===== config.mk =====
export PLATFORM = sky130hd
export DESIGN_NAME = fp16_seq_adder
export DESIGN_NICKNAME = d
export VERILOG_FILES = /design/src/rtl/fp16_seq_adder.sv
export SDC_FILE = /design/constraint.sdc
export NUM_CORES = 1
export LEC_CHECK = 0
export ABC_CLOCK_PERIOD_IN_PS = 3900
export CORE_MARGIN = 4
export CORE_UTILIZATION = 55
export CTS_CLUSTER_SIZE = 8
export DETAILED_ROUTE_END_ITERATION = 16
export GPL_TIMING_DRIVEN = 0
export PLACE_DENSITY = 0.78
export SLEW_MARGIN = 15
export SYNTH_ARGS = -nofsm -noshare
export SYNTH_HDL_FRONTEND = slang
export SYNTH_SLANG_ARGS = --single-unit

===== constraint.sdc =====
create_clock -name clk -period 3.9 [get_ports clk]
set_input_delay 0.78 -clock clk [delete_from_list [all_inputs] [get_ports clk]]
set_output_delay 0.78 -clock clk [all_outputs]
set_load 0.01 [all_outputs]

===== src/rtl/fp16_seq_adder.sv =====
`default_nettype none
// ============================================================================
//  Module   : fp16_seq_adder
//  Purpose  : Multi-cycle IEEE half-precision adder, RNE rounding, FTZ/DAZ.
//  Revision : 1.0  initial release
// ============================================================================
module fp16_seq_adder (
    input  logic        clk,
    input  logic        rst_n,
    input  logic        add,
    input  logic [15:0] number1,
    input  logic [15:0] number2,
    output logic [15:0] result,
    output logic        ready
);
    typedef enum logic [2:0] {
        IDLE   = 3'd0,
        ALIGN  = 3'd1,
        ADDSUB = 3'd2,
        NORM   = 3'd3,
        ROUND  = 3'd4,
        DONE   = 3'd5
    } state_t;

    localparam logic [1:0] c_SPEC_NONE = 2'd0;
    localparam logic [1:0] c_SPEC_NAN  = 2'd1;
    localparam logic [1:0] c_SPEC_INF  = 2'd2;

    state_t r_state, w_state_next;

    logic              r_sign_a, r_sign_b;
    logic [4:0]        r_exp_a, r_exp_b;
    logic [10:0]       r_sig_a, r_sig_b;
    logic [1:0]        r_spec;
    logic              r_spec_sign;
    logic              r_sign, r_sub;
    logic [4:0]        r_exp;
    logic [13:0]       r_mant_a, r_mant_b;
    logic [14:0]       r_sum;
    logic [13:0]       r_norm;
    logic signed [6:0] r_nexp;
    logic              r_zero;
    logic [15:0]       r_result;
    logic              r_ready;

    // DONE also accepts a start so back-to-back requests run every 5 cycles
    logic w_start;
    assign w_start = ((r_state == IDLE) || (r_state == DONE)) && add;

    logic w_a_nan, w_b_nan, w_a_inf, w_b_inf;
    assign w_a_inf = (&number1[14:10]) && (number1[9:0] == 10'd0);
    assign w_b_inf = (&number2[14:10]) && (number2[9:0] == 10'd0);
    assign w_a_nan = (&number1[14:10]) && (number1[9:0] != 10'd0);
    assign w_b_nan = (&number2[14:10]) && (number2[9:0] != 10'd0);

    // Alignment: larger magnitude becomes A, B shifted into {sig, g, r, s}
    logic        w_a_ge;
    logic [4:0]  w_big_exp, w_sml_exp, w_diff;
    logic [10:0] w_big_sig, w_sml_sig;
    logic [13:0] w_ext, w_mask, w_aligned;
    assign w_a_ge    = {r_exp_a, r_sig_a} >= {r_exp_b, r_sig_b};
    assign w_big_exp = w_a_ge ? r_exp_a : r_exp_b;
    assign w_sml_exp = w_a_ge ? r_exp_b : r_exp_a;
    assign w_big_sig = w_a_ge ? r_sig_a : r_sig_b;
    assign w_sml_sig = w_a_ge ? r_sig_b : r_sig_a;
    assign w_diff    = w_big_exp - w_sml_exp;
    assign w_ext     = {w_sml_sig, 3'b000};

    always_comb begin
        w_mask    = ~({14{1'b1}} << w_diff);
        w_aligned = 14'd0;
        if (w_diff >= 5'd14) begin
            w_aligned = {13'd0, |w_sml_sig};
        end else begin
            w_aligned    = w_ext >> w_diff;
            w_aligned[0] = w_aligned[0] | (|(w_ext & w_mask));
        end
    end

    logic [14:0] w_sum;
    assign w_sum = r_sub ? ({1'b0, r_mant_a} - {1'b0, r_mant_b})
                         : ({1'b0, r_mant_a} + {1'b0, r_mant_b});

    logic [3:0]        w_lzc;
    logic [13:0]       w_norm;
    logic signed [6:0] w_nexp;
    always_comb begin
        w_lzc = 4'd14;
        for (int i = 0; i < 14; i++) begin
            if (r_sum[i]) w_lzc = 4'(13 - i);
        end
        if (r_sum[14]) begin
            w_norm = {r_sum[14:2], r_sum[1] | r_sum[0]};
            w_nexp = $signed({2'b00, r_exp}) + 7'sd1;
        end else begin
            w_norm = r_sum[13:0] << w_lzc;
            w_nexp = $signed({2'b00, r_exp}) - $signed({3'b000, w_lzc});
        end
    end

    logic              w_up;
    logic [11:0]       w_rmant;
    logic signed [6:0] w_rexp;
    logic [9:0]        w_frac;
    logic [15:0]       w_final;
    assign w_up    = r_norm[2] & (r_norm[3] | r_norm[1] | r_norm[0]);
    assign w_rmant = {1'b0, r_norm[13:3]} + {11'd0, w_up};
    assign w_rexp  = w_rmant[11] ? (r_nexp + 7'sd1) : r_nexp;
    assign w_frac  = w_rmant[11] ? w_rmant[10:1] : w_rmant[9:0];

    always_comb begin
        w_final = {r_sign, w_rexp[4:0], w_frac};
        if (r_spec == c_SPEC_NAN)       w_final = 16'h7E00;
        else if (r_spec == c_SPEC_INF)  w_final = {r_spec_sign, 5'h1F, 10'd0};
        else if (r_zero)                w_final = {r_sign & ~r_sub, 15'd0};
        else if (w_rexp >= 7'sd31)      w_final = {r_sign, 5'h1F, 10'd0};
        else if (w_rexp <= 7'sd0)       w_final = {r_sign, 15'd0};
    end

    always_comb begin
        w_state_next = r_state;
        case (r_state)
            IDLE:    if (add) w_state_next = ALIGN;
            ALIGN:   w_state_next = ADDSUB;
            ADDSUB:  w_state_next = NORM;
            NORM:    w_state_next = ROUND;
            ROUND:   w_state_next = DONE;
            DONE:    w_state_next = add ? ALIGN : IDLE;
            default: w_state_next = IDLE;
        endcase
    end

    always_ff @(posedge clk or negedge rst_n) begin
        if (!rst_n) r_state <= IDLE;
        else        r_state <= w_state_next;
    end

    always_ff @(posedge clk or negedge rst_n) begin
        if (!rst_n) begin
            r_sign_a <= 1'b0;  r_sign_b <= 1'b0;
            r_exp_a  <= 5'd0;  r_exp_b  <= 5'd0;
            r_sig_a  <= 11'd0; r_sig_b  <= 11'd0;
            r_spec   <= c_SPEC_NONE;
            r_spec_sign <= 1'b0;
            r_sign   <= 1'b0;  r_sub    <= 1'b0;
            r_exp    <= 5'd0;
            r_mant_a <= 14'd0; r_mant_b <= 14'd0;
            r_sum    <= 15'd0;
            r_norm   <= 14'd0;
            r_nexp   <= 7'sd0;
            r_zero   <= 1'b0;
            r_result <= 16'h0000;
            r_ready  <= 1'b0;
        end else begin
            r_ready <= 1'b0;
            if (w_start) begin
                r_sign_a <= number1[15];
                r_sign_b <= number2[15];
                r_exp_a  <= number1[14:10];
                r_exp_b  <= number2[14:10];
                r_sig_a  <= (number1[14:10] == 5'd0) ? 11'd0 : {1'b1, number1[9:0]};
                r_sig_b  <= (number2[14:10] == 5'd0) ? 11'd0 : {1'b1, number2[9:0]};
                if (w_a_nan || w_b_nan || (w_a_inf && w_b_inf && (number1[15] != number2[15])))
                    r_spec <= c_SPEC_NAN;
                else if (w_a_inf || w_b_inf)
                    r_spec <= c_SPEC_INF;
                else
                    r_spec <= c_SPEC_NONE;
                r_spec_sign <= w_a_inf ? number1[15] : number2[15];
            end
            if (r_state == ALIGN) begin
                r_sign   <= w_a_ge ? r_sign_a : r_sign_b;
                r_sub    <= r_sign_a != r_sign_b;
                r_exp    <= w_big_exp;
                r_mant_a <= {w_big_sig, 3'b000};
                r_mant_b <= w_aligned;
            end
            if (r_state == ADDSUB) r_sum <= w_sum;
            if (r_state == NORM) begin
                r_norm <= w_norm;
                r_nexp <= w_nexp;
                r_zero <= (r_sum == 15'd0);
            end
            if (r_state == ROUND) begin
                r_result <= w_final;
                r_ready  <= 1'b1;
            end
        end
    end

    assign result = r_result;
    assign ready  = r_ready;

endmodule
`default_nettype wire

==> results summary, run 1 <==
The run finished, with violations left. The checks that failed: setup timing. The residual antenna-violating net count after detailed routing is 0. The footprint of the multi-input gates came out at 5320 um2. The netlist uses 79 different library cells. Counting flops with a built-in enable in the synthesized netlist gives 0. Setup repair after global routing could not meet its margin everywhere.

The total area of sequential cells came out at 3170 um2. Across every metal layer, demand over resource in global routing totals 0.264. The level count of the clock H-tree is 4. The number of nets produced by synthesis came out at 1,067. A synthesized cell averages 8.90 um2. The number of optimization iterations in the first detailed-route pass is 8.

The clock input transition at the sequential cells of the worst setup and hold paths is 0.06 ns. The final routed DRC violation total is 0. The placeable core region came out at 15,400 um2. The period utilization is 1.01. The maximum number of pins on one net before global-route repair is 74. The final RePlAce weighted congestion is 0.961.

The violation count after the first detailed-routing iteration is 770. The routed design has 24.0 mm of wire. The endpoint arrival time on the critical path came out at 4.24 ns. The insertion delay of the later-clocked pin in the worst-skew pair is 0.43 ns. The delay of the slowest cell on the worst path is 0.43 ns. The warning count from the yosys run is 0.

By area the synthesized netlist is led by sky130_fd_sc_hd__dfrtp_1 36%, sky130_fd_sc_hd__ha_1 7.0%, sky130_fd_sc_hd__mux2i_1 6.7%. The total of max-cap violations came out at 0. The most numerous cell on the critical path is sky130_fd_sc_hd__ha_4. Of the post-synthesis cell area, the dominant cell type holds 0.361.

The number of instances in the synthesized netlist came out at 981. The starting density of the core is 0.568. The die footprint came out at 17,900 um2. The vertical die dimension is 134 um. The cell area that synthesis handed to floorplanning was 8730 um2.

The critical path depth in cells is 15. For this run, the share of the core covered by cells in the final layout is 0.685. The worst setup path is captured at a register. The critical path goes through inv_1 -> ha_4 -> and4_4 -> nand4_1 -> o31ai_4 -> a21o_4 -> mux2i_4 -> ha_4 -> nand2b_4 -> or4_4 -> nand3_1 -> nand2_1 -> mux2_4 -> o31a_1 -> o32a_1.

The share of synthesized registers carrying an async set or reset came out at 1.00. The sequential fraction of the synthesis area is 0.361. For this design, the slowest cell found on the critical path is sky130_fd_sc_hd__dfrtp_1. The final max-slew violation count was 0.

The number of clock buffers inserted by TritonCTS came out at 17. The initial antenna violation count is 0. The kind of cell adding the most delay to the critical path is simple AND/OR/NAND/NOR gates. The final hold violation count came to 0. The layout filler cell count came out at 1,161.

The number of buffer and inverter instances along the worst setup path is 1. The maximum operating frequency came out at 254 MHz. After detailed routing, the number of vias per cell comes to 6.10. The worst slew slack as a fraction of its limit is 0.370. The worst setup path is launched from a register.

The overall via count from detail_route came out at 7,917. The required time of the worst setup path is 4.21 ns. The transition at the pin with the smallest max-transition slack is 0.937 ns. The number of buffers between clock root and the deepest sink came out at 2. The number of setup violations in the final report is 1. Once routing completed, OpenROAD measured the worst setup slack at -0.0316 ns. In this run the clock root is driven by a sky130_fd_sc_hd__clkbuf_16. The worst hold path belongs to the class in2async. The total of flip-flops plus latches after synthesis is 126. TritonCTS built the clock tree. The via count of the first global-routing pass is 7,606. The depth of the worst register-to-register path came out at 15.

The first global-routing pass estimated 38.1 mm of wire. In this run the count of I/O pins placed on the die edge is 52. The highest fanout seen on the critical path came out at 5. The proportion of layout cells with a drive suffix above 1 came out at 0.133. The critical path class is reg2reg.

Among all flip-flop cells after synthesis, the most frequent one is sky130_fd_sc_hd__dfrtp_1. The post-layout net count came out at 1,160. Counting I/O delays and the setup requirement, the final critical path takes 3.93 ns. The die is 134 um wide. The area overhead of the layout relative to synthesis came out at 20.6%. The worst clock skew is 0.00828 ns. The HPWL after detailed placement is 17.1 mm. The TritonCTS sink count is 126. The total grt overflow is 0. The hold buffer count at CTS came out at 0. The row count is 45.

The wire length per cell is 18.5 um. The quantity of I/O buffers inserted on ports is 51. The antenna diode instance count is 0. The biggest area contributor in the post-synthesis netlist is sky130_fd_sc_hd__dfrtp_1.
## cell families after synthesis
logic type	count (synthesis)	share of synthesized area
AOI/OAI and AO/OA	269	0.207
adders and majority gates	52	0.0760
and+or+nand+nor	303	0.164
xor gates and xnor gates	34	0.0350
buffers and inverters	114	0.0509
muxes	83	0.105
DFF	126	0.361
## synthesized netlist by cell type (3+ instances only)
library cell                count
sky130_fd_sc_hd__dfrtp_1      126
sky130_fd_sc_hd__a22oi_1        4
sky130_fd_sc_hd__o22ai_1        3
sky130_fd_sc_hd__o21ai_1        3
sky130_fd_sc_hd__o41ai_1        4
sky130_fd_sc_hd__o21ai_0       68
sky130_fd_sc_hd__nor3_1        19
sky130_fd_sc_hd__nor2b_1        4
sky130_fd_sc_hd__inv_1         63
sky130_fd_sc_hd__and3_1         5
sky130_fd_sc_hd__a2111oi_0      5
sky130_fd_sc_hd__a22o_1        27
sky130_fd_sc_hd__clkbuf_1      38
sky130_fd_sc_hd__nand3_1       25
sky130_fd_sc_hd__o31a_1         3
sky130_fd_sc_hd__a21oi_1       57
sky130_fd_sc_hd__a31oi_1       16
sky130_fd_sc_hd__a21o_1        12
sky130_fd_sc_hd__a221o_1        3
sky130_fd_sc_hd__buf_1          4
sky130_fd_sc_hd__a211oi_1       4
sky130_fd_sc_hd__xor2_1        11
sky130_fd_sc_hd__ha_1          49
sky130_fd_sc_hd__or4_1          6
sky130_fd_sc_hd__nand4_1        8
sky130_fd_sc_hd__nand2_1      116
sky130_fd_sc_hd__nand2b_1      10
sky130_fd_sc_hd__mux2i_1       58
sky130_fd_sc_hd__buf_2          7
sky130_fd_sc_hd__a221oi_1       4
sky130_fd_sc_hd__nor2_1        70
sky130_fd_sc_hd__o31ai_1       14
sky130_fd_sc_hd__o21bai_1       8
sky130_fd_sc_hd__mux4_2         5
sky130_fd_sc_hd__nor4_1        12
sky130_fd_sc_hd__o21a_1         6
sky130_fd_sc_hd__or2_2          4
sky130_fd_sc_hd__nand3b_1       5
sky130_fd_sc_hd__xnor2_1       22
sky130_fd_sc_hd__mux2_2        20
## routing by layer
layer	share of wire	up-vias	track usage
met5	0	-	0
met3	0.067	68	0.0585
li1	-	3747	-
met2	0.47	319	0.432
met1	0.43	3783	0.343
met4	0.034	0	0.105
## layout make-up
class	instances	area share
plain buffers	51	0.0201
clock buffers	18	0.0417
clock inverters	13	0.0178
inverters	63	0.0225
multi-input cells	741	0.505
flip-flops and latches	126	0.301
well taps	211	0.0251
repair buffers	74	0.0669
## final timing paths
kind | slack (ns) | end | from
max in group asynchronous | 2.86 | r_exp_b[1]$_DFFE_PN0P_ | rst_n
min in group clk | 0.47 | result[5]$_DFFE_PN0P_ | result[5]$_DFFE_PN0P_
max reg2reg | -0.03 | r_mant_b[0]$_DFFE_PN0P_ | r_sig_b[9]$_DFFE_PN0P_
max | -0.03 | r_mant_b[0]$_DFFE_PN0P_ | r_sig_b[9]$_DFFE_PN0P_
min | 0.30 | r_mant_a[3]$_DFFE_PN0P_ | rst_n
min reg2reg | 0.47 | result[5]$_DFFE_PN0P_ | result[5]$_DFFE_PN0P_
## worst reg2reg max path: cells and delay by family, from the launching register on
family / cells / cell delay [ns]
flip-flops: 1 / 0.43
AO/OA/AOI/OAI: 4 / 1.01
buffers and inverters: 1 / 0.12
adder cells (fa/ha/maj): 2 / 0.54
AND/OR/NAND/NOR: 6 / 1.15
multiplexers: 2 / 0.56
## cell usage in the layout (no fill, tap or decap), types with 8 or more instances in the layout
cell type / instances
sky130_fd_sc_hd__buf_4: 25
sky130_fd_sc_hd__nor2_1: 70
sky130_fd_sc_hd__a21o_1: 12
sky130_fd_sc_hd__ha_1: 40
sky130_fd_sc_hd__xnor2_1: 21
sky130_fd_sc_hd__nor4_1: 12
sky130_fd_sc_hd__mux2_2: 19
sky130_fd_sc_hd__clkbuf_16: 17
sky130_fd_sc_hd__o31ai_1: 13
sky130_fd_sc_hd__nand3_1: 25
sky130_fd_sc_hd__xor2_1: 11
sky130_fd_sc_hd__nand4_1: 8
sky130_fd_sc_hd__mux2i_1: 55
sky130_fd_sc_hd__a22o_1: 27
sky130_fd_sc_hd__inv_1: 60
sky130_fd_sc_hd__nor3_1: 19
sky130_fd_sc_hd__o21bai_1: 8
sky130_fd_sc_hd__a21oi_1: 57
sky130_fd_sc_hd__a31oi_1: 16
sky130_fd_sc_hd__dfrtp_2: 12
sky130_fd_sc_hd__dfrtp_1: 114
sky130_fd_sc_hd__clkbuf_1: 37
sky130_fd_sc_hd__nand2b_1: 8
sky130_fd_sc_hd__clkdlybuf4s50_1: 50
sky130_fd_sc_hd__nand2_1: 116
sky130_fd_sc_hd__o21ai_0: 68
## per-stage QoR
step           setup TNS (ns)  area (um2)  hold WS, ns  instances  worst slack, ns
5_1_grt                -0.294       10500        0.339       1297           -0.119
6_report              -0.0316       10500        0.299       1297          -0.0316
2_1_floorplan               0        8730        0.450        981           0.0372
3_5_place_dp            -1.14        9530        0.472       1244           -0.469
3_3_place_gp          -371.22        9500        0.463       1243            -2.95
4_1_cts                     0       10300        0.317       1286          0.00525
## what timing repair did
| action | in CTS | in global routing |
|---|---|---|
| pin swaps | 4 | 6 |
| endpoints found under the setup margin | 9 | 14 |
| setup buffers | 11 | 11 |
| resized for setup | 17 | 29 |
## sequential cells by signal, indices dropped and copies added, names as in the netlist, 2 cells and up
name,count
r_spec,2
r_sum,15
r_exp_b,5
r_nexp,7
r_sig_b,11
r_mant_b,14
r_mant_a,11
r_norm,14
r_exp_a,5
r_sig_a,11
result,16
r_exp,5
r_state,3
Power of run 1 is left out: the tool's default activity adds up to more than one toggle a clock period on the data nets, which glitch-free logic cannot reach.
==> inputs of run 2 (changes only) <==
--- a/config.mk
+++ b/config.mk
@@ -16,3 +16,4 @@
 export SYNTH_ARGS = -nofsm -noshare
 export SYNTH_HDL_FRONTEND = slang
 export SYNTH_SLANG_ARGS = --single-unit
+export TNS_END_PERCENT = 100
==> results of run 2 <==
Final layout, timing and power as in run 1 (identical DEF).
Power of run 2 is left out for the same reason.
